[config.mk]
export PLATFORM = sky130hd
export DESIGN_NAME = lsu_mem
export DESIGN_NICKNAME = d
export VERILOG_FILES = /design/src/rtl/lsu_mem.sv
export SDC_FILE = /design/constraint.sdc
export NUM_CORES = 1
export LEC_CHECK = 0
export CORE_ASPECT_RATIO = 0.5
export CORE_MARGIN = 5
export CORE_UTILIZATION = 47
export CTS_BUF_LIST = sky130_fd_sc_hd__clkbuf_8
export CTS_CLUSTER_DIAMETER = 40
export DETAILED_ROUTE_END_ITERATION = 12
export GPL_TIMING_DRIVEN = 0
export HOLD_SLACK_MARGIN = 0.05
export PLACE_DENSITY = 0.88
export SKIP_LAST_GASP = 1
export SYNTH_ARGS = -nofsm -noshare
export SYNTH_HDL_FRONTEND = slang
export SYNTH_SLANG_ARGS = --single-unit
[constraint.sdc]
create_clock -name clk_i -period 2.53 [get_ports clk_i]
set_clock_uncertainty 0.05 [all_clocks]
set_input_delay 0.253 -clock clk_i [delete_from_list [all_inputs] [get_ports clk_i]]
set_output_delay 0.253 -clock clk_i [all_outputs]
set_load 0.01 [all_outputs]
[src/rtl/lsu_mem.sv]
// Load/store unit: one req/gnt/rvalid memory transaction per instruction, stalling the pipeline until done.
// Optional MISALIGN_TRAP_EN: misaligned word accesses complete at once with misalign_o instead of touching memory.
module lsu_mem #(
   parameter int ADDR_W = 16,
   parameter int DATA_W = 16
) (
   input  logic              clk_i,
   input  logic              rst_ni,
   input  logic              valid_i,
   input  logic              load_i,
   input  logic              store_i,
   input  logic              byte_i,
   input  logic              unsigned_i,
   input  logic [ADDR_W-1:0] addr_i,
   input  logic [DATA_W-1:0] wdata_i,
   output logic              stall_o,
   output logic              done_o,
   output logic [DATA_W-1:0] rdata_o,
   output logic              mem_req_o,
   output logic              mem_we_o,
   output logic [ADDR_W-1:0] mem_addr_o,
   output logic [DATA_W-1:0] mem_wdata_o,
   output logic [1:0]        mem_be_o,
   input  logic              mem_gnt_i,
   input  logic              mem_rvalid_i,
   input  logic [DATA_W-1:0] mem_rdata_i,
   output logic              misalign_o
);

   typedef enum logic [1:0] {S_IDLE, S_REQ, S_WAIT_R} state_t;

   state_t              r_state, w_next;
   logic                r_we, r_byte, r_unsigned, r_done;
   logic [ADDR_W-1:0]   r_addr;
   logic [DATA_W-1:0]   r_wdata, r_rdata;
   logic                w_mem_op, w_accept, w_misalign, w_store_done, w_load_done;
   logic [7:0]          w_lane;
   logic [DATA_W-1:0]   w_fmt;

   assign w_mem_op     = valid_i & (load_i | store_i);
   // done_o blocks acceptance so the completing instruction is never issued twice.
   assign w_accept     = (r_state == S_IDLE) & w_mem_op & ~r_done;
   assign w_store_done = (r_state == S_REQ) & mem_gnt_i & r_we;
   assign w_load_done  = (r_state == S_WAIT_R) & mem_rvalid_i;
   assign stall_o      = w_mem_op & ~r_done;
   assign done_o       = r_done;
   assign rdata_o      = r_rdata;

`ifdef MISALIGN_TRAP_EN
   logic r_misalign;
   assign w_misalign = w_accept & ~byte_i & addr_i[0];
   assign misalign_o = r_misalign;

   always_ff @(posedge clk_i or negedge rst_ni) begin
      if (!rst_ni) r_misalign <= 1'b0;
      else         r_misalign <= w_misalign;
   end
`else
   assign w_misalign = 1'b0;
   assign misalign_o = 1'b0;
`endif

   // NOTE: sequential state uses non-blocking assignments so every register samples pre-edge values.
   always_ff @(posedge clk_i or negedge rst_ni) begin
      if (!rst_ni) r_state <= S_IDLE;
      else         r_state <= w_next;
   end

   // NOTE: every always_comb output gets a default first, otherwise a latch is inferred.
   always_comb begin
      w_next = r_state;
      case (r_state)
         S_IDLE:   if (w_accept && !w_misalign) w_next = S_REQ;
         S_REQ:    if (mem_gnt_i) w_next = r_we ? S_IDLE : S_WAIT_R;
         S_WAIT_R: if (mem_rvalid_i) w_next = S_IDLE;
         default:  w_next = S_IDLE;
      endcase
   end

   always_comb begin
      mem_req_o   = 1'b0;
      mem_we_o    = 1'b0;
      mem_addr_o  = '0;
      mem_wdata_o = '0;
      mem_be_o    = 2'b00;
      if (r_state == S_REQ) begin
         mem_req_o   = 1'b1;
         mem_we_o    = r_we;
         mem_addr_o  = {r_addr[ADDR_W-1:1], 1'b0};
         mem_wdata_o = r_byte ? {r_wdata[7:0], r_wdata[7:0]} : r_wdata;
         mem_be_o    = r_byte ? (r_addr[0] ? 2'b10 : 2'b01) : 2'b11;
      end
   end

   assign w_lane = r_addr[0] ? mem_rdata_i[15:8] : mem_rdata_i[7:0];
   assign w_fmt  = r_byte ? {{8{~r_unsigned & w_lane[7]}}, w_lane} : mem_rdata_i;

   // Request attributes are captured once so they stay stable across gnt wait states.
   always_ff @(posedge clk_i or negedge rst_ni) begin
      if (!rst_ni) begin
         r_we       <= 1'b0;
         r_byte     <= 1'b0;
         r_unsigned <= 1'b0;
         r_addr     <= '0;
         r_wdata    <= '0;
      end else if (w_accept) begin
         r_we       <= store_i & ~load_i;
         r_byte     <= byte_i;
         r_unsigned <= unsigned_i;
         r_addr     <= addr_i;
         r_wdata    <= wdata_i;
      end
   end

   always_ff @(posedge clk_i or negedge rst_ni) begin
      if (!rst_ni) begin
         r_done  <= 1'b0;
         r_rdata <= '0;
      end else begin
         r_done <= w_store_done | w_load_done | w_misalign;
         if (w_load_done)                    r_rdata <= w_fmt;
         else if (w_store_done | w_misalign) r_rdata <= '0;
      end
   end

endmodule

# Word level (Yosys, flattened, before mapping)
# Cells that the tools add are included.
[totals] regBits=54 latch_bits=0 ramBits=0 romBits=0 input_bits=57 output_inout_bits=55 wordCells=47 n_memories=0
[op_classes] addsub=0 mul=0 n_div=0 magnitude_cmp=0 n_eq_ne=5 shift=0 mux=17 bitwise=14 reduce_logical=3
[op_table] cell="$mux 16" n=6
[op_table] cell="$mux 2" n=7
[op_table] cell="$and 1x1->1" n=9
[op_table] cell="$mux 8" n=1
[op_table] cell="$ne 2x2->1 const B" n=3
[op_table] cell="$pmux 2 s3" n=1
[op_table] cell="$not 1->1" n=3
[op_table] cell="$reduce_and 3->1" n=1
[op_table] cell="$eq 2x1->1 const B" n=1
[op_table] cell="$eq 2x2->1 const B" n=1
[op_table] cell="$logic_not 2->1" n=1
[op_table] cell="$mux 1" n=2
[op_table] cell="$or 1x1->1" n=2
[op_table] cell="$reduce_bool 2->1" n=1

# Logic depth before layout (Yosys ltp)
[depth] word_depth=6 depth_mapped=5 mapped_depth_nobuf=3

# Worst setup path after synthesis
# No wires, ideal clock.
[synth_path] kind="reg-to-reg" startpoint="reg r_state[1]" endpoint="reg r_addr[14]" setup_ns=0.127 arrival_ns=1.493 required_time_ns=2.353 slack_ns=0.859 path_stages_with_launch=6 n_path_buf=2 synth_period_minus_slack_ns=1.671 path_cell_list="dfrtp_1 > nor4b_2 > and2b_1 > buf_6 > buf_12 > mux2_1"
[synth_via] elab_chain_len=3
[synth_rtl] item="start: declaration" line_no="32" text="state_t r_state, w_next;"
[synth_rtl] item="start signal: assignment" line_no="66" text="else r_state <= w_next;"
[synth_rtl] item="$logic_not 2->1" line_no="42" text="assign w_accept = (r_state == S_IDLE) & w_mem_op & ~r_done;"
[synth_rtl] item="$and 1x1->1 (2 in series)" line_no="42"
[synth_rtl] item="end signal: assignment" line_no="110" text="r_addr <= addr_i;"
[synth_rtl] item="end: declaration" line_no="34" text="logic [ADDR_W-1:0] r_addr;"
# No other way between the ends.
# A chain may end at the register's enable or synchronous reset.

# Worst setup path after layout
[layout_path] startpoint="reg r_state[1]" endpoint="out mem_addr_o[8]"
[layout_via] elab_chain_len=2
[layout_rtl] item="$eq 2x1->1" line_no="86" text="if (r_state == S_REQ) begin"
[layout_rtl] item="$mux 16" line_no="86"
[layout_rtl] item="end: declaration" line_no="21" text="output logic [ADDR_W-1:0] mem_addr_o,"
# No other way between the ends.

==> run_results.csv <==
group,metric,value,unit
run_status,status,"finished clean",
detailed_routing,drcViolationCount,0,
cts,numCtsBuffers,5,
timing,hold_ws,0.444,ns
layout,postLayoutCellArea,0.00394,mm^2
timing,fin_crit,2.39,ns
hold_path,hp-class,"reg -> reg",
critical_path,cp.arrival,2.09,ns
detailed_routing,wl_per_cell,17.4,um
layout,layout-drive-gt1-share,0.172,
global_routing,grt_max_degree,32,
layout,area_growth,50.1,%
layout,diodes,0,
logic_synthesis,synthCells,199,
floorplanning,fp.dieArea,0.00726,mm^2
layout,final_common_cell,"clkdlybuf4s50_1",
pwr,powerDensity,1150,mW/mm^2
global_routing,antenna_found_initial,0,
detailed_routing,drt_iter0_drc,64,
critical_path,crit_path_end_kind,"primary output",
logic_synthesis,synth_top_area_frac,0.516,
cts,cts_setup_buffers,0,
layout,nFillCells,381,
floorplanning,start_util,0.481,
critical_path,reg2reg_slack,0.68,ns
timing,min_period_over_period,0.944,
timing,slew_headroom,0.492,
global_routing,grt_pass1_vias,2194,
detailed_routing,drt_wl_total,6820,um
logic_synthesis,synth.area.top_cells,"dfrtp_1 (52%), mux2_4 (16%), and2_1 (5.7%), mux2i_1 (5.7%), o2bb2ai_1 (5.0%)",
placed_design,gp_congestion,0.742,
timing,finalHoldViolCount,0,
cts,cts_root_buffer,"clkbuf_8",
cts,path_clk_slew,0.10,ns
cts,clock_latency,0.31,ns
pwr,p_leak,1.74,nW
cts,cts_tree,"built",
global_routing,grt_usage,0.194,
detailed_routing,detail_route.first_pass.iterations,4,
floorplanning,rows,19,
critical_path,crit_chain,"nand2b_1 -> inv_1 -> buf_2 -> and2_1 -> clkdlybuf4s50_1",
detailed_routing,ant_nets,0,
global_routing,grt_first_pass_wirelength,11100,um
floorplanning,die_h,62.8,um
logic_synthesis,synth-seq-area-share,0.516,
timing,rsz0062_at_grt,"yes",
detailed_routing,viasPerCell,5.01,
layout,utilization,0.723,
logic_synthesis,yosysWarnings,0,
critical_path,critPathSlowestCell,"clkdlybuf4s50_1",
critical_path,worstRegToRegCells,5,
layout,final_cell_mix,"clkdlybuf4s50_1 (108), dfrtp_1 (54), mux2_4 (28), and2_1 (24), nor2_1 (17)",
cts,htreeDepth,2,
placed_design,place_hpwl,5230,um
global_routing,grt_overflow,0,
critical_path,path_max_fanout,10,
timing,finalSetupViolations,0,
cts,clockBufferDepth,2,
detailed_routing,vias,1964,
logic_synthesis,yosys.area.top_type,"dfrtp_1",
logic_synthesis,avgSynthCellArea,13.2,um^2
hold_path,hold_path_depth,1,
placed_design,io_buffers,109,
pwr,ir_drop,681,uV
logic_synthesis,netlist_area,0.00262,mm^2
cts,clock_sinks,54,
critical_path,worstPathRequired,2.23,ns
logic_synthesis,yosysUniqueCellTypes,30,
logic_synthesis,synth.ff_latch_count,54,
timing,tightestPinTransition,0.762,ns
floorplanning,io_pins,112,
timing,max_clock_freq,0.419,GHz
timing,maxSlewViolCount,0,
run,maxCapViolCount,0,
critical_path,path_class,"reg -> out",
layout,layout.nets,375,
floorplanning,die_w,116,um
placed_design,placed_area,0.00383,mm^2
critical_path,cpPeakStageDelay,0.56,ns
floorplanning,core-area,0.00544,mm^2
critical_path,start_kind,"flip-flop",
[where the power goes]
group | switching (mW) | internal (mW)
Combinational | 0.969 | 1.53
Clock | 0.296 | 0.195
Sequential | 0.276 | 1.28
Total | 1.54 | 3.00
[cell families after synthesis]
| group | synth area share |
|---|---|
| compound gates | 0.0778 |
| buf+inv | 0.0511 |
| flops | 0.516 |
| mux | 0.243 |
| other cells | 0.00143 |
| simple gates | 0.111 |
[worst paths after layout]
path | from | endpoint
setup / recovery | r_state[1] | mem_addr_o[8]
hold / removal | r_addr[14] | r_addr[14]
setup reg to reg | r_state[1] | r_addr[14]
hold reg to reg | r_addr[14] | r_addr[14]
max in group asynchronous | rst_ni | r_addr[1]
min in group asynchronous | rst_ni | r_addr[5]
[through the flow]
stage | std cells | setup TNS (ns) | setup WS, ns | power, mW
CTS | 392 | 0 | 0.00790 | 4.58
global placement | 382 | -20.36 | -0.380 | 3.98
floorplan | 200 | 0 | 0.859 | 2.94
detailed placement | 383 | 0 | 0.317 | 4.07
global route | 392 | -0.00156 | -0.00153 | 4.83
finish | 392 | 0 | 0.141 | 4.54
[flip-flops by register name (all words and copies together), names as in the netlist]
name,cells
done_o,1
r_state,2
r_addr,16
r_byte,1
rdata_o,16
r_wdata,16
r_we,1
r_unsigned,1
[layer usage]
metal,up-vias,part of all wire,global-route usage
li1,924,-,-
met1,962,0.40,0.227
met2,66,0.53,0.357
met3,12,0.045,0.0348
met4,0,0.022,0.0608
met5,-,0,0
[cell type report]
type,instances,area (um^2),share of cell area
buffer,14,128,0.0324
clock buffer,5,68.8,0.0175
clock inverter,3,21.3,0.00541
inverter,3,11.3,0.00286
multi-input combinational,129,1140,0.290
sequential,54,1350,0.343
tap,73,91.3,0.0232
timing repair buffer,111,1120,0.286
[repair_timing]
| action | 4_1_cts | 5_1_grt |
|---|---|---|
| pin swaps | 0 | 0 |
| endpoints found under the hold margin | 30 | 0 |
| hold buffers | 1 | 0 |
| resized for setup | 1 | 5 |
| setup endpoints to repair | 10 | 15 |
[critical path, delay by kind of cell (launching register included)]
kind	cells	cell delay, ns
buffers and inverters	3	0.95
flip-flops	1	0.46
AND/OR/NAND/NOR	2	0.37
[synth_stat cells, drive strengths merged]
master and count:
nor4b 1, buf 9, nand3 1, a211o 1, and3b 1, o21bai 2, nand2b 2, nand3b 1
inv 3, o21a 1, mux2i 15, nor3 1, and2 24, conb 1, a21o 1, nor2 17
mux2 34, o2bb2ai 15, o32ai 1, dfrtp 54, nand2 2, and2b 1, a21oi 5, clkbuf 5
nor3b 1
Note: power is estimated with default switching activity, not from simulation.
